**config.mk**
```make
export PLATFORM = sky130hd
export DESIGN_NAME = irq_ctrl
export DESIGN_NICKNAME = d
export VERILOG_FILES = /design/src/rtl/irq_ctrl.sv
export SDC_FILE = /design/constraint.sdc
export NUM_CORES = 1
export LEC_CHECK = 0
export ABC_AREA = 0
export CORE_UTILIZATION = 52
export CTS_CLUSTER_SIZE = 20
export DETAILED_ROUTE_END_ITERATION = 7
export PLACE_DENSITY = 0.87
export SLEW_MARGIN = 20
export SYNTH_ARGS = -nofsm -noshare
export SYNTH_HDL_FRONTEND = slang
export SYNTH_SLANG_ARGS = --single-unit
```
**constraint.sdc**
```tcl
create_clock -name clk_i -period 1.75 [get_ports clk_i]
set_input_delay 0.35 -clock clk_i [delete_from_list [all_inputs] [get_ports clk_i]]
set_output_delay 0.35 -clock clk_i [all_outputs]
set_load 0.05 [all_outputs]
```
**src/rtl/irq_ctrl.sv**
```systemverilog
// irq_ctrl: interrupt controller between NUM_IRQ peripheral sources and the
// core's single interrupt input.
//
// Each source is synchronised, latched (edge mode) or followed (level mode)
// into PEND. It is then masked by MASK and arbitrated by fixed priority, with
// channel 0 the highest. One request at a time is presented on irq_o. The
// acknowledged channel stays in service until the core signals end-of-interrupt.
//
// Handshake: irq_o is high only in REQ. The core answers with a single-cycle
// ack_i pulse, which latches the current winner into vector_o and moves to
// SERVICE. A single-cycle eoi_i pulse in SERVICE returns to IDLE. An ack_i
// outside REQ, or an eoi_i outside SERVICE, is ignored.
//
// Ports:
//   clk_i     clock
//   rst_i     synchronous reset, active-high
//   src_i     raw interrupt sources [NUM_IRQ]
//   we_i      register write strobe
//   addr_i    register select: 0 MASK, 1 MODE, 2 PEND (W1C), 3 STATUS
//   wdata_i   write data (bits above NUM_IRQ ignored)
//   rdata_o   read data, combinational from addr_i
//   irq_o     registered request to core
//   ack_i     core acknowledge pulse
//   eoi_i     end-of-interrupt pulse
//   vector_o  registered vector of the acknowledged channel
// STATUS = {state[1:0], in_svc_valid, 2'b0, in_svc_id[2:0]}; this also
// exposes the FSM state for observation.
module irq_ctrl #(
  parameter int          NUM_IRQ     = 8,
  parameter int          SYNC_STAGES = 2,
  parameter logic [7:0]  VEC_BASE    = 8'h20
) (
  input  logic               clk_i,
  input  logic               rst_i,
  input  logic [NUM_IRQ-1:0] src_i,
  input  logic               we_i,
  input  logic [1:0]         addr_i,
  input  logic [7:0]         wdata_i,
  output logic [7:0]         rdata_o,
  output logic               irq_o,
  input  logic               ack_i,
  input  logic               eoi_i,
  output logic [7:0]         vector_o
);

  localparam logic [1:0] ST_IDLE    = 2'd0;
  localparam logic [1:0] ST_REQ     = 2'd1;
  localparam logic [1:0] ST_SERVICE = 2'd2;

  logic [NUM_IRQ-1:0] sync_q [SYNC_STAGES];
  logic [NUM_IRQ-1:0] s;
  logic [NUM_IRQ-1:0] s_prev;
  logic [NUM_IRQ-1:0] mask;
  logic [NUM_IRQ-1:0] mode;
  logic [NUM_IRQ-1:0] pend;
  logic [NUM_IRQ-1:0] pend_d;
  logic [NUM_IRQ-1:0] req;
  logic [NUM_IRQ-1:0] w1c;
  logic [NUM_IRQ-1:0] ack_clr;
  logic [1:0]         state;
  logic [2:0]         win;
  logic [2:0]         in_svc_id;
  logic               in_svc_valid;
  logic               ack_take;

  assign s        = sync_q[SYNC_STAGES-1];
  assign req      = pend & mask;
  assign ack_take = (state == ST_REQ) && ack_i && (req != '0);

  // Synchroniser chain plus one extra flop for rising-edge detection.
  always_ff @(posedge clk_i) begin
    if (rst_i) begin
      for (int i = 0; i < SYNC_STAGES; i++) sync_q[i] <= '0;
      s_prev <= '0;
    end else begin
      sync_q[0] <= src_i;
      for (int i = 1; i < SYNC_STAGES; i++) sync_q[i] <= sync_q[i-1];
      s_prev <= s;
    end
  end

  // Fixed priority: scan from the top down, so the lowest set index wins.
  always_comb begin
    win = '0;
    for (int k = NUM_IRQ - 1; k >= 0; k--) begin
      if (req[k]) win = 3'(k);
    end
  end

  // Next PEND. In edge mode a new edge beats a same-cycle clear (W1C or ack).
  // In level mode PEND simply follows the synchronised source.
  always_comb begin
    w1c     = (we_i && addr_i == 2'd2) ? wdata_i[NUM_IRQ-1:0] : '0;
    ack_clr = '0;
    pend_d  = '0;
    for (int k = 0; k < NUM_IRQ; k++) begin
      if (ack_take && win == 3'(k)) ack_clr[k] = 1'b1;
    end
    for (int k = 0; k < NUM_IRQ; k++) begin
      if (mode[k]) pend_d[k] = (s[k] & ~s_prev[k]) | (pend[k] & ~w1c[k] & ~ack_clr[k]);
      else         pend_d[k] = s[k];
    end
  end

  always_ff @(posedge clk_i) begin
    if (rst_i) begin
      mask <= '0;
      mode <= '0;
      pend <= '0;
    end else begin
      pend <= pend_d;
      if (we_i && addr_i == 2'd0) mask <= wdata_i[NUM_IRQ-1:0];
      if (we_i && addr_i == 2'd1) mode <= wdata_i[NUM_IRQ-1:0];
    end
  end

  // Request/service FSM. SERVICE never raises a new request (no nesting).
  always_ff @(posedge clk_i) begin
    if (rst_i) begin
      state        <= ST_IDLE;
      irq_o        <= 1'b0;
      vector_o     <= '0;
      in_svc_id    <= '0;
      in_svc_valid <= 1'b0;
    end else begin
      case (state)
        ST_IDLE: begin
          if (req != '0) begin
            state <= ST_REQ;
            irq_o <= 1'b1;
          end
        end
        ST_REQ: begin
          if (req == '0) begin
            state <= ST_IDLE;
            irq_o <= 1'b0;
          end else if (ack_i) begin
            state        <= ST_SERVICE;
            irq_o        <= 1'b0;
            vector_o     <= VEC_BASE + {5'b0, win};
            in_svc_id    <= win;
            in_svc_valid <= 1'b1;
          end
        end
        ST_SERVICE: begin
          if (eoi_i) begin
            state        <= ST_IDLE;
            in_svc_valid <= 1'b0;
          end
        end
        default: begin
          state <= ST_IDLE;
          irq_o <= 1'b0;
        end
      endcase
    end
  end

  always_comb begin
    rdata_o = '0;
    case (addr_i)
      2'd0:    rdata_o[NUM_IRQ-1:0] = mask;
      2'd1:    rdata_o[NUM_IRQ-1:0] = mode;
      2'd2:    rdata_o[NUM_IRQ-1:0] = pend;
      default: rdata_o = {state, in_svc_valid, 2'b00, in_svc_id};
    endcase
  end

endmodule

```
### Yosys cells after proc, flatten, opt, wreduce, memory -nomap -nowiden

Memories as Yosys holds them, arrays and structs flattened.
Cells that the tools add are included.

* flip-flop bits (word level): 47
* memory bits (writable): 16
* logic and storage cells: 155
* output and inout bits: 17
* memories kept: 1
* bits of input ports: 23

Memory list
* sync_q: depth 2, bits a word 8, rd ports 2, clocked after memory_dff 0, wr ports 2, line 50 `logic [NUM_IRQ-1:0] sync_q [SYNC_STAGES];`

* add/subtract/negate cells: 1
* bitwise logic cells: 61
* reductions and logical operators: 23
* equality and inequality tests: 16
* multiplexer cells: 44

Operator list (number)
* 1-bit NOT: 26
* 1-bit two-way mux: 25
* 1-bit bitwise AND: 24
* 3-bit two-way mux: 8
* 8-bit two-way mux: 3
* 8-bit case mux with 3 select lines: 1
* 1-bit logical AND: 13
* 3-bit == test, second input constant: 4
* 1-bit OR: 10
* 3-bit AND reduction: 3
* 8-bit bitwise AND: 1
* 8-bit logical NOT: 1
* 2-bit two-way mux: 4
* 2-bit != test, second input constant: 4
* 8-bit nonzero test: 1
* 6-bit by 3-bit adder with 7-bit output, first input constant: 1
* 3-bit by 2-bit == test with 1-bit output, second input constant: 2
* 2-bit case mux with 3 select lines: 1
* 2-bit by 1-bit == test with 1-bit output, second input constant: 2
* 2-bit == test, second input constant: 2
* 2-bit logical NOT: 2
* 4-bit AND reduction: 1
* 3-bit by 1-bit == test with 1-bit output, second input constant: 1
* 3-bit logical NOT: 1
* 4 further kinds: 4

### Longest topological paths before layout

Gate-level depths: netlist (run 1).

* word-level depth: 16
* gate-level depth with buffers: 5

### Worst setup path after synthesis (run 1)

OpenSTA, ideal clock, no wires.

* path kind: input port to output port
* start point: in addr_i[0]
* end point: out rdata_o[3]
* slack: -0.333 ns
* path buffers: 1
* arrival: 1.733 ns
* stages: 3
* data required time: 1.400 ns
* cell sequence: buf_2 mux2i_1 o21ai_0

* longest elaborated chain between the ends: 2

Ends and longest elaborated chain
* from (decl): line 37 `input logic [1:0] addr_i,`
* 2-bit == test, or another cell as far along: line 161 `case (addr_i)`
* 8-bit case mux with 3 select lines (*): line 161
* to (decl): line 39 `output logic [7:0] rdata_o,`

Every way passes the cells marked *; elsewhere a longest branch is shown, timed or not.

### Final worst setup path (run 1)

* start point: in addr_i[1]
* end point: out rdata_o[2]

Same word-level chain as after synthesis.

==> flow_summary.ini, run 1 <==
[logic_synthesis]
synthesis.area_um2 = 2360
synth_top_area_share_pct = 47.4
ys.flop_type = dfxtp_1
synth.area.top_cells = dfxtp_1 (47%), mux2i_1 (7.6%), nor2b_1 (6.6%)
synth.area.mux_share_pct = 13.3
synthXorXnorAreaFrac_pct = 0
yosys_warnings = 0
avgSynthCellArea_um2 = 9.97
synth_fa_ha_area_share_pct = 0
ys_async_sr_fraction_pct = 0
ys_types = 42
synth.most_common_cell = dfxtp_1
yosysTopAreaCell = dfxtp_1
synth_compound_area_share_pct = 15.1
synth.yosys.seq_area_share_pct = 47.4
synth_edf_count = 0
yosys_register_bits = 56
synth_top_family_by_area = simple AND/OR/NAND/NOR gates
synthTopCellsByCount = dfxtp_1 (56), nor2_1 (31), nor2b_1 (25)
synthCells = 237
synth-simple-area-share_pct = 20.0

[floorplan]
die_h_um = 69.4
rows = 24
initial_core_util_pct = 54.3
fp.dieW_um = 69.4
ios = 40
dieArea_um2 = 4820
fp.coreArea_um2 = 4350

[clock_network]
hold_buffers = 0
cts_buffers = 5
clkTransAtPathRegs_ps = 90
root_buffer = clkbuf_8
htree_levels = 2
cts_tree = done
clock_latency_ps = 310
clock_sinks = 56
clock_path_buffers = 2

[global_routing]
grt_max_degree = 21
grt_overflow = 0
antenna_found_initial = 0
grt_first_pass_wirelength_mm = 8.81
grt_pass1_vias = 1803
grt_usage_pct = 23.8

[run_status]
status = completed

[place]
port_buffers = 35
hpwl_mm = 3.78
dp_cells = 325
gp_congestion = 0.910

[layout]
fin_cells = 334
nets = 305
area.growth.synth_to_final_pct = 27.4
antenna_cells = 0
layout-drive-gt1-share_pct = 20.2

[power_and_ir_drop]
pwr_density_cell_nw_per_um2 = 855
total_power_mw = 2.57
p_leak_nw = 1.20
ir_worst_vdd_mv = 0.701

[worst_setup_path]
crit_path_max_incr_delay_ps = 540
end_kind = output pin
crit_arrival_ps = 1380
path_cells = buf_2 > buf_12 > mux4_2 > buf_8
crit_fanout = 5
path_buf_inv = 3
crit_family = multiplexers
crit_type = primary input to output pin
crit_required_ps = 1400
start_kind = primary input
cp_slowest_cell = mux4_2

[sta]
fmax_mhz = 577
grt_setup_unrepaired = no
finalHoldViolCount = 0
min_period_over_period_pct = 99.0
setup_viol = 0
period_needed_ps = 1730
skew_ps = 4.53
drv_slew = 0

[drt]
wl_mm = 5.49
drc = 0
vias_per_cell = 5.67
ant_nets = 0
detail_route.wl_per_cell_um = 16.4
drt_iter0_drc = 151
drtPass1Iterations = 4
vias = 1895

[worst_hold_path]
hp-class = primary input to register

[run]
drv_cap = 0
==> cells in the final DEF, fill, tap and decap left out, drive strengths merged, types with 9 or more instances in the layout <==
| master | n |
|---|---|
| nor2 | 31 |
| dfxtp | 56 |
| nand2 | 21 |
| a21oi | 13 |
| clkdlybuf4s50 | 19 |
| nor2b | 26 |
| buf | 30 |
| a211oi | 9 |
| mux2i | 18 |
==> stage by stage <==
stage | util [%] | TNS [ps] | setup WS (ps) | hold WS (ps) | area, um2
floorplan | - | 0 | 44.8 | 414 | 2370
global placement | 64.7 | -3000 | -332 | 416 | 2820
detailed placement | 64.7 | -3280 | -337 | 421 | 2820
CTS | 69.1 | 0 | 17.7 | 424 | 3010
global route | 69.1 | 0 | 4.85 | 439 | 3010
finish | 69.1 | 0 | 17.6 | 427 | 3010
==> repair_timing <==
item	4_1_cts	5_1_grt
setup endpoints to repair	8	2
gates resized for setup	15	2
gates cloned	1	0
buffers inserted	1	0
==> layer usage <==
metal  up-vias  track usage (%)  part of all wire (%)  wire length [um]
li1        910                -                     -                 -
met1       901             28.4                    41              2240
met2        73             41.1                    51              2810
met3        11             6.10                   6.0               332
met4         0             8.62                   2.0               110
met5         -                0                     0                 0
==> power by group <==
| group | switching, mW | internal, mW | total (mW) |
|---|---|---|---|
| clock network | 0.395 | 0.563 | 0.958 |
| logic | 0.139 | 0.133 | 0.273 |
| registers | 0.0294 | 1.31 | 1.34 |
==> sequential cells by signal, indices dropped and copies added (netlist names) <==
name          flops
s_prev            8
in_svc_valid      1
sync_q           16
state             2
mode              8
vector_o          2
irq_o             1
mask              8
in_svc_id         2
pend              8
==> kinds of logic after synthesis <==
family	Yosys count
AOI/OAI and AO/OA	48
muxes	24
and+or+nand+nor	90
buffers and inverters	18
other	1
DFF	56
==> layout make-up <==
type / count / area (um2)
clock buffer: 5 / 68.8
fill: 330 / 1340
clock inverter: 2 / 60.1
tap: 52 / 65.1
multi-input combinational: 166 / 1170
sequential: 56 / 1120
timing repair buffer: 50 / 515
inverter: 3 / 11.3
==> final timing paths <==
path,startpoint,depth (start not counted),to,slack [ps]
setup / recovery,addr_i[1],4,rdata_o[2],20
hold / removal,rst_i,2,mode[5]$_SDFFE_PP0P_,430
setup reg to reg,mask[6]$_SDFFE_PP0P_,4,in_svc_id[0]$_SDFFE_PP0P_,290
hold reg to reg,sync_q[0][0]$_SDFF_PP0_,1,sync_q[0][8]$_SDFF_PP0_,440
Power figures use the tool's default switching activity.
==> inputs of run 2 (changes only) <==
- TNS_END_PERCENT: default -> 5
==> flow_summary.ini, run 2 (same netlist as run 1, synthesis figures left out) <==
[power_and_ir_drop]
p_leak_nw = 1.23
ir_worst_vdd_mv = 0.618
pwr_density_cell_nw_per_um2 = 809
total_power_mw = 2.46

[floorplan]
fp.coreArea_um2 = 4350
fp.dieW_um = 69.4
dieArea_um2 = 4820
initial_core_util_pct = 54.3
ios = 40
die_h_um = 69.4
rows = 24

[layout]
regArea_um2 = 1120
antenna_cells = 0
top_register = sync_q
design_area_um2 = 3040
layout-drive-gt1-share_pct = 22.4
nFillCells = 332
layout_commonest_cell = dfxtp_1
area.growth.synth_to_final_pct = 28.8
postLayoutCoreUtil_pct = 69.9
mostFrequentLayoutCells = dfxtp_1 (53), nor2_1 (31), nor2b_1 (24)
multi_input_area_um2 = 1170
largest_reg_flops = 16
nets = 308

[worst_setup_path]
crit_path_max_incr_delay_ps = 510
cp_slowest_cell = mux4_2
r2r_cells = 5
crit_arrival_ps = 1360
r2r_start = pend[0]$_SDFF_PP0_
crit_required_ps = 1400
path_cells = mux4_2 > buf_8
endpoint = rdata_o[6]
end_kind = output pin
crit_fanout = 4
crit_type = register to output pin
reg2reg_slack_ps = 230
timing.rr.end = in_svc_id[1]$_SDFFE_PP0P_
startpoint = mask[6]$_SDFFE_PP0P_
start_kind = register

[drt]
ant_nets = 0
vias = 2007
drt_iter0_drc = 217
wl_mm = 5.78
drc = 0
vias_per_cell = 5.94
drtPass1Iterations = 5
detail_route.wl_per_cell_um = 17.1

[clock_network]
cts_buffers = 5
htree_levels = 2
clkTransAtPathRegs_ps = 90
hold_buffers = 0
cts_tree = done
root_buffer = clkbuf_8
clock_path_buffers = 2
clock_latency_ps = 310
clock_sinks = 56

[place]
port_buffers = 35
gp_congestion = 0.872
hpwl_mm = 3.62
place_area_um2 = 2850

[sta]
skew_ps = 12.9
period_needed_ps = 1710
finalHoldViolCount = 0
fin_tns_setup_ps = 0
setup_viol = 0
drv_slew = 0
grt_setup_unrepaired = no
min_period_over_period_pct = 97.6
fmax_mhz = 585

[global_routing]
grt_overflow = 0
use_met1_pct = 30.2
met2_usage_pct = 40.0
antenna_found_initial = 0
grt_usage_pct = 25.0
grt_first_pass_wirelength_mm = 9.40
grt_busiest_layer = met2
grt_max_degree = 27
grt_use_met3_pct = 6.25
grt_pass1_vias = 1980

[run]
drv_cap = 0

[worst_hold_path]
hp-class = register to register

[run_status]
status = completed
==> run 2: per-stage QoR <==
step	cells	setup WS [ps]	hold WS [ps]
2_1_floorplan	240	-333	414
3_3_place_gp	327	-306	416
3_5_place_dp	327	-353	427
4_1_cts	338	2.99	448
5_1_grt	338	11.2	460
6_report	338	41.1	444
==> run 2: cell type report <==
| cell class | instances | share of cell area (%) |
|---|---|---|
| inverters | 3 | 0.370 |
| multi-input cells | 166 | 38.6 |
| clock inverters | 2 | 1.15 |
| repair buffers | 53 | 18.5 |
| flip-flops and latches | 56 | 37.0 |
| clock buffers | 6 | 2.38 |
| well taps | 52 | 2.14 |
==> run 2: timing repair <==
item | CTS | global route
gates resized for setup | 12 | 6
gates cloned | 2 | 0
setup buffers | 1 | 0
endpoints found under the hold margin | 0 | 0
pin swaps | 0 | 1
endpoints found under the setup margin | 8 | 5
==> run 2: worst min-delay path by stage <==
stage | start | to | slack [ps] | cells after the start
after floorplan | sync_q[0][2]$_SDFF_PP0_ | sync_q[0][10]$_SDFF_PP0_ | 410 | 1
after global placement | sync_q[0][3]$_SDFF_PP0_ | sync_q[0][11]$_SDFF_PP0_ | 420 | 1
after detailed placement | sync_q[0][0]$_SDFF_PP0_ | sync_q[0][8]$_SDFF_PP0_ | 430 | 1
after CTS | sync_q[0][0]$_SDFF_PP0_ | sync_q[0][8]$_SDFF_PP0_ | 450 | 1
after global routing | sync_q[0][4]$_SDFF_PP0_ | sync_q[0][12]$_SDFF_PP0_ | 460 | 1
final | sync_q[0][0]$_SDFF_PP0_ | sync_q[0][8]$_SDFF_PP0_ | 440 | 1
==> run 2: worst max-delay path: cells and delay by family, from the launching register on <==
family	cells	cell delay [ps]
buffers and inverters	1	170
flip-flops	1	360
multiplexers	1	510
==> run 2: report_power, final <==
part	switching (mW)	leakage [nW]	internal, mW
registers	0.0298	0.459	1.31
clock network	0.402	0.0552	0.425
logic	0.144	0.714	0.148
total	0.576	1.23	1.89
==> run 2: routing by layer <==
metal,wire length [um],vias to the layer above
li1,-,919
met1,2300,936
met2,2810,117
met3,395,35
met4,273,0
met5,0,-
==> patch 1, RTL diff (config.mk and constraints of run 2) <==
Reset style: asynchronous (`rst_i`), changed in 3 clocked blocks. Comments in the files are not updated.
--- a/src/rtl/irq_ctrl.sv
+++ b/src/rtl/irq_ctrl.sv
@@ -69,5 +69,5 @@
 
   // Synchroniser chain plus one extra flop for rising-edge detection.
-  always_ff @(posedge clk_i) begin
+  always_ff @(posedge clk_i or posedge rst_i) begin
     if (rst_i) begin
       for (int i = 0; i < SYNC_STAGES; i++) sync_q[i] <= '0;
@@ -103,5 +103,5 @@
   end
 
-  always_ff @(posedge clk_i) begin
+  always_ff @(posedge clk_i or posedge rst_i) begin
     if (rst_i) begin
       mask <= '0;
@@ -116,5 +116,5 @@
 
   // Request/service FSM. SERVICE never raises a new request (no nesting).
-  always_ff @(posedge clk_i) begin
+  always_ff @(posedge clk_i or posedge rst_i) begin
     if (rst_i) begin
       state        <= ST_IDLE;
Check against the original RTL: differs if rst_i is asserted again (counterexample within 4 cycles, from zero or initial values and one cycle with rst_i high); with rst_i held inactive, the same outputs for 4 cycles.
==> patch 1 against run 2 <==
  * The flow now finishes with violations (negative setup slack)
  * Fmax is 3.8% lower
  * Routed wire length is 14% lower
  * Sequential cell count stayed put
  * Worst setup slack worse by 68 ps
  * Critical path depth stayed put
  * Non-clock buffer count is 5 higher
  * Cell area is 0.66% higher
  * Area after synthesis is 1.0% higher
Power is not compared: it rests on default switching activity, and its combinational part moved more than twofold at a synthesized area within 25%.
==> patch 1: results (changes against run 2) <==
| Metric | Value |
|---|---|
| Initial antenna violation count | 0 (unchanged) |
| Max VDD drop | 0.601 mV |
| DP Area | 2870 µm² (+1.0%) |
| Post-synthesis mux area share | 14.2% (+0.86 points) |
| DP HPWL | 3460 µm (-4.4%) |
| Drt pass-1 iters | 4 (-1) |
| Reg2reg start | mask[0]$_DFFE_PP0P_ |
| Syn Area/Cell | 13.3 µm² (+33%) |
| Fill cell count | 313 (-5.7%) |
| GRT Util Overall | 21.9% (-3.1 points) |
| Clk_skew | 8.41 ps (-4.48 ps) |
| Fin worst setup slack | -26.8 ps (-67.9 ps) |
| Synth unique cells | 46 (+9.5%) |
| Ratio of cells with drive above 1 in the final layout | 35.7% (+13 points) |
| Post-synth EDFFs | 0 (unchanged) |
| Synth top area cells | dfrtp_1 59%, mux2_2 7.5%, mux4_2 4.7% |
| WP data arrival | 1430 ps (+70 ps) |
| DR vias | 1726 (-14%) |
| GRT met2 Usage | 32.3% (-7.8 points) |
| Failing checks | negative setup slack |
| First-pass GRT wire length | 8150 µm (-13%) |
| M1 GR Usage | 31.0% (+0.85 points) |
| Global Route met3 Usage | 5.23% (-1.0 points) |
| Metal2 WL | 2410 µm (-14%) |
| # nets final | 263 (-15%) |
| WL final | 4950 µm (-14%) |
| R2R setup slack | 200 ps (-30 ps) |
| TNS Setup | -49.2 ps (-49.2 ps) |
| DRT met1 WL | 2080 µm (-9.6%) |
| Amount of wire on met3 after detailed routing | 359 µm (-9.1%) |
| Final hold slack | 354 ps (-90.5 ps) |
| Compound-Gate Fraction of Synth Area | 14.2% (-0.99 points) |
| Placer Congestion | 0.879 (+0.79%) |
| Largest net degree at the start of global routing | 57 (+110%) |
| Initial DRC count | 122 (-44%) |
| Hold path startpoint | sync_q[8]$_DFF_PP0_ |
| Status | complete, but fails checks |
| Dpl cells | 275 (-16%) |
| Post-synthesis sequential area ratio | 58.7% (+11 points) |
| Port-buffer cells | 35 (unchanged) |
| Ys async rst share | 100% (+100 points) |
| Antenna Cells | 0 (unchanged) |
| Final setup viols | 3 (+3) |
| Worst Hold Path EP | s[0]$_DFF_PP0_ |
| Hold path depth | 0 (-1) |
| CP max FO | 3 (-1) |
| Avg WL per Cell | 16.9 µm (-1.2%) |
| R2R Path End | pend[6]$_DFF_PP0_ |
| Place WS | -432 ps (-79.0 ps) |
| Synth top cells by count | 56 x dfrtp_1, 23 x nand2_1, 16 x a21oi_1, 16 x mux2_2, 6 x buf_4 |
| Main synth FF type | dfrtp_1 |
[patch 1: cell count changes after synthesis, sizes merged, moves of 3 or more]
cell	before	now
dfrtp	0	56
dfxtp	56	0
nor2	31	4
nor2b	26	1
mux2	0	16
mux2i	18	2
a211oi	9	0
buf	12	8
a21oi	13	16
a31oi	1	4
clkbuf	3	0
nor3	3	0
[patch 1: how the worst max path moves through the flow]
| stage | from | end | slack (ps) | depth (start not counted) |
|---|---|---|---|---|
| after floorplan | addr_i[1] | rdata_o[4] | -320 | 3 |
| after global placement | addr_i[1] | rdata_o[1] | -410 | 4 |
| after detailed placement | addr_i[1] | rdata_o[1] | -430 | 4 |
| after CTS | pend[1]$_DFF_PP0_ | rdata_o[1] | -20 | 2 |
| after global routing | in_svc_id[1]$_DFFE_PP0P_ | rdata_o[1] | -40 | 2 |
| final | in_svc_id[1]$_DFFE_PP0P_ | rdata_o[1] | -30 | 2 |
[patch 1: timing repair]
action	in CTS	in global routing
setup buffers	7	3
hold endpoints to repair	0	0
hold buffers	0	0
endpoints found under the setup margin	8	7
gates resized for setup	17	4
[patch 1: power breakdown]
group / leakage, µW / total [µW] / switching (µW) / internal [µW]
combinational: 0.000640 / 1550 / 876 / 677
sequential: 0.000646 / 1730 / 212 / 1520
clock: 0.0000455 / 708 / 385 / 324
total: 0.00133 / 3990 / 1470 / 2520
[patch 1: worst register-to-register path, stage by stage, from the launching register on]
cell,delay [ps]
dfrtp_2,410
buf_4,150
a22oi_4,300
nand3_2,130
a2111oi_2,340
a21oi_1,100
[patch 1: layout make-up]
class,instances,share of cell area [%]
inverters,1,0.122
multi-input cells,118,30.6
repair buffers,58,18.2
clock buffers,8,2.94
flip-flops and latches,56,46.0
well taps,52,2.12
==> patch 2, RTL diff (config.mk and constraints of run 2) <==
Made on the original files. Set the parameter `NUM_IRQ` to 7 (it was 8).
--- a/src/rtl/irq_ctrl.sv
+++ b/src/rtl/irq_ctrl.sv
@@ -27,5 +27,5 @@
 // exposes the FSM state for observation.
 module irq_ctrl #(
-  parameter int          NUM_IRQ     = 8,
+  parameter int          NUM_IRQ     = 7,
   parameter int          SYNC_STAGES = 2,
   parameter logic [7:0]  VEC_BASE    = 8'h20
Interface: changed (resized src_i); port bits go from 40 to 39. The function was not compared with the original's and may differ.
==> patch 2 against run 2 <==
  * Area after synthesis fell by 12%
  * Hold slack got worse by 1.1 ps
  * Worst setup slack got worse by 4.0 ps
  * Critical path type unchanged
  * Fmax fell by 0.23%
  * Sequential cell count fell by 6
  * Routed wire length fell by 22%
  * Synthesized cell count fell by 7.6%
  * Count of clock-buffer cells in the layout did not move
  * Sequential power fell by 10%
  * Total power fell by 13%
  * Global-route usage fell by 0.85 points
  * Cell area fell by 12%
==> patch 2: results (changes against run 2) <==
| Metric | Value |
|---|---|
| Status | finished clean |
| Buffers, non-clock | 52 (-1.9%) |
| Pleak | 0.00101 µW (-18%) |
| Metal2 WL | 2150 µm (-24%) |
| DP HPWL | 3230 µm (-11%) |
| # nets final | 288 (-6.5%) |
| Compound-Gate Fraction of Synth Area | 14.6% (-0.57 points) |
| Initial DRC count | 128 (-41%) |
| Largest net degree at the start of global routing | 45 (+67%) |
| Comb_multi_in | 153 (-7.8%) |
| Synth top area cells | dfxtp_1 48%, nand2_1 6.7%, nor2b_1 6.7% |
| Crit path to | rdata_o[1] |
| Vias in the first global route | 1582 (-20%) |
| WL final | 4490 µm (-22%) |
| Global Route met3 Usage | 6.51% (+0.26 points) |
| Max reg flops | 14 (-2) |
| Inverters | 4 (+1) |
| Post-synthesis sequential area ratio | 48.4% (+0.94 points) |
| Cell count after synthesis | 219 (-7.6%) |
| GRT Util Overall | 24.2% (-0.85 points) |
| Worst Hold Path EP | sync_q[0][7]$_SDFF_PP0_ |
| Synth Register Bits | 50 (-11%) |
| Port-buffer cells | 33 (-5.7%) |
| Drt pass-1 iters | 4 (-1) |
| Ratio of cells with drive above 1 in the final layout | 20.2% (-2.2 points) |
| Post-synthesis mux area share | 9.98% (-3.4 points) |
| Clk cell area share | 3.56% (+0.022 points) |
| CP max FO | 5 (+1) |
| Sw frac | 24.6% (+1.3 points) |
| DRT met1 WL | 1940 µm (-16%) |
| Synth top cells by count | 50 x dfxtp_1, 37 x nand2_1, 22 x nor2b_1 |
| Seq. cell area | 1000 µm² (-11%) |
==> patch 2: cell types whose count changed after synthesis, sizes merged, moves of 4 or more <==
| cell | before | now |
|---|---|---|
| nand3 | 0 | 10 |
| nor2 | 31 | 11 |
| mux2i | 18 | 9 |
| nor2b | 26 | 22 |
| a211oi | 9 | 4 |
| dfxtp | 56 | 50 |
| nand2 | 21 | 37 |
| a21boi | 6 | 0 |
| o21ai | 3 | 7 |
==> patch 2: power groups by stage <==
stage	Combinational (µW)	Sequential [µW]	Clock [µW]
2_1_floorplan	134	1220	0
3_3_place_gp	231	1220	0
4_1_cts	245	1200	717
5_1_grt	262	1200	768
3_5_place_dp	236	1220	0
6_report	244	1200	695
==> patch 2: metrics by stage <==
step	instance area, µm²	utilization, %	setup TNS [ps]
2_1_floorplan	2080	-	-339
3_3_place_gp	2550	68.0	-4940
3_5_place_dp	2550	68.0	-5370
4_1_cts	2680	71.6	0
5_1_grt	2670	71.4	-6.57
6_report	2670	71.4	0
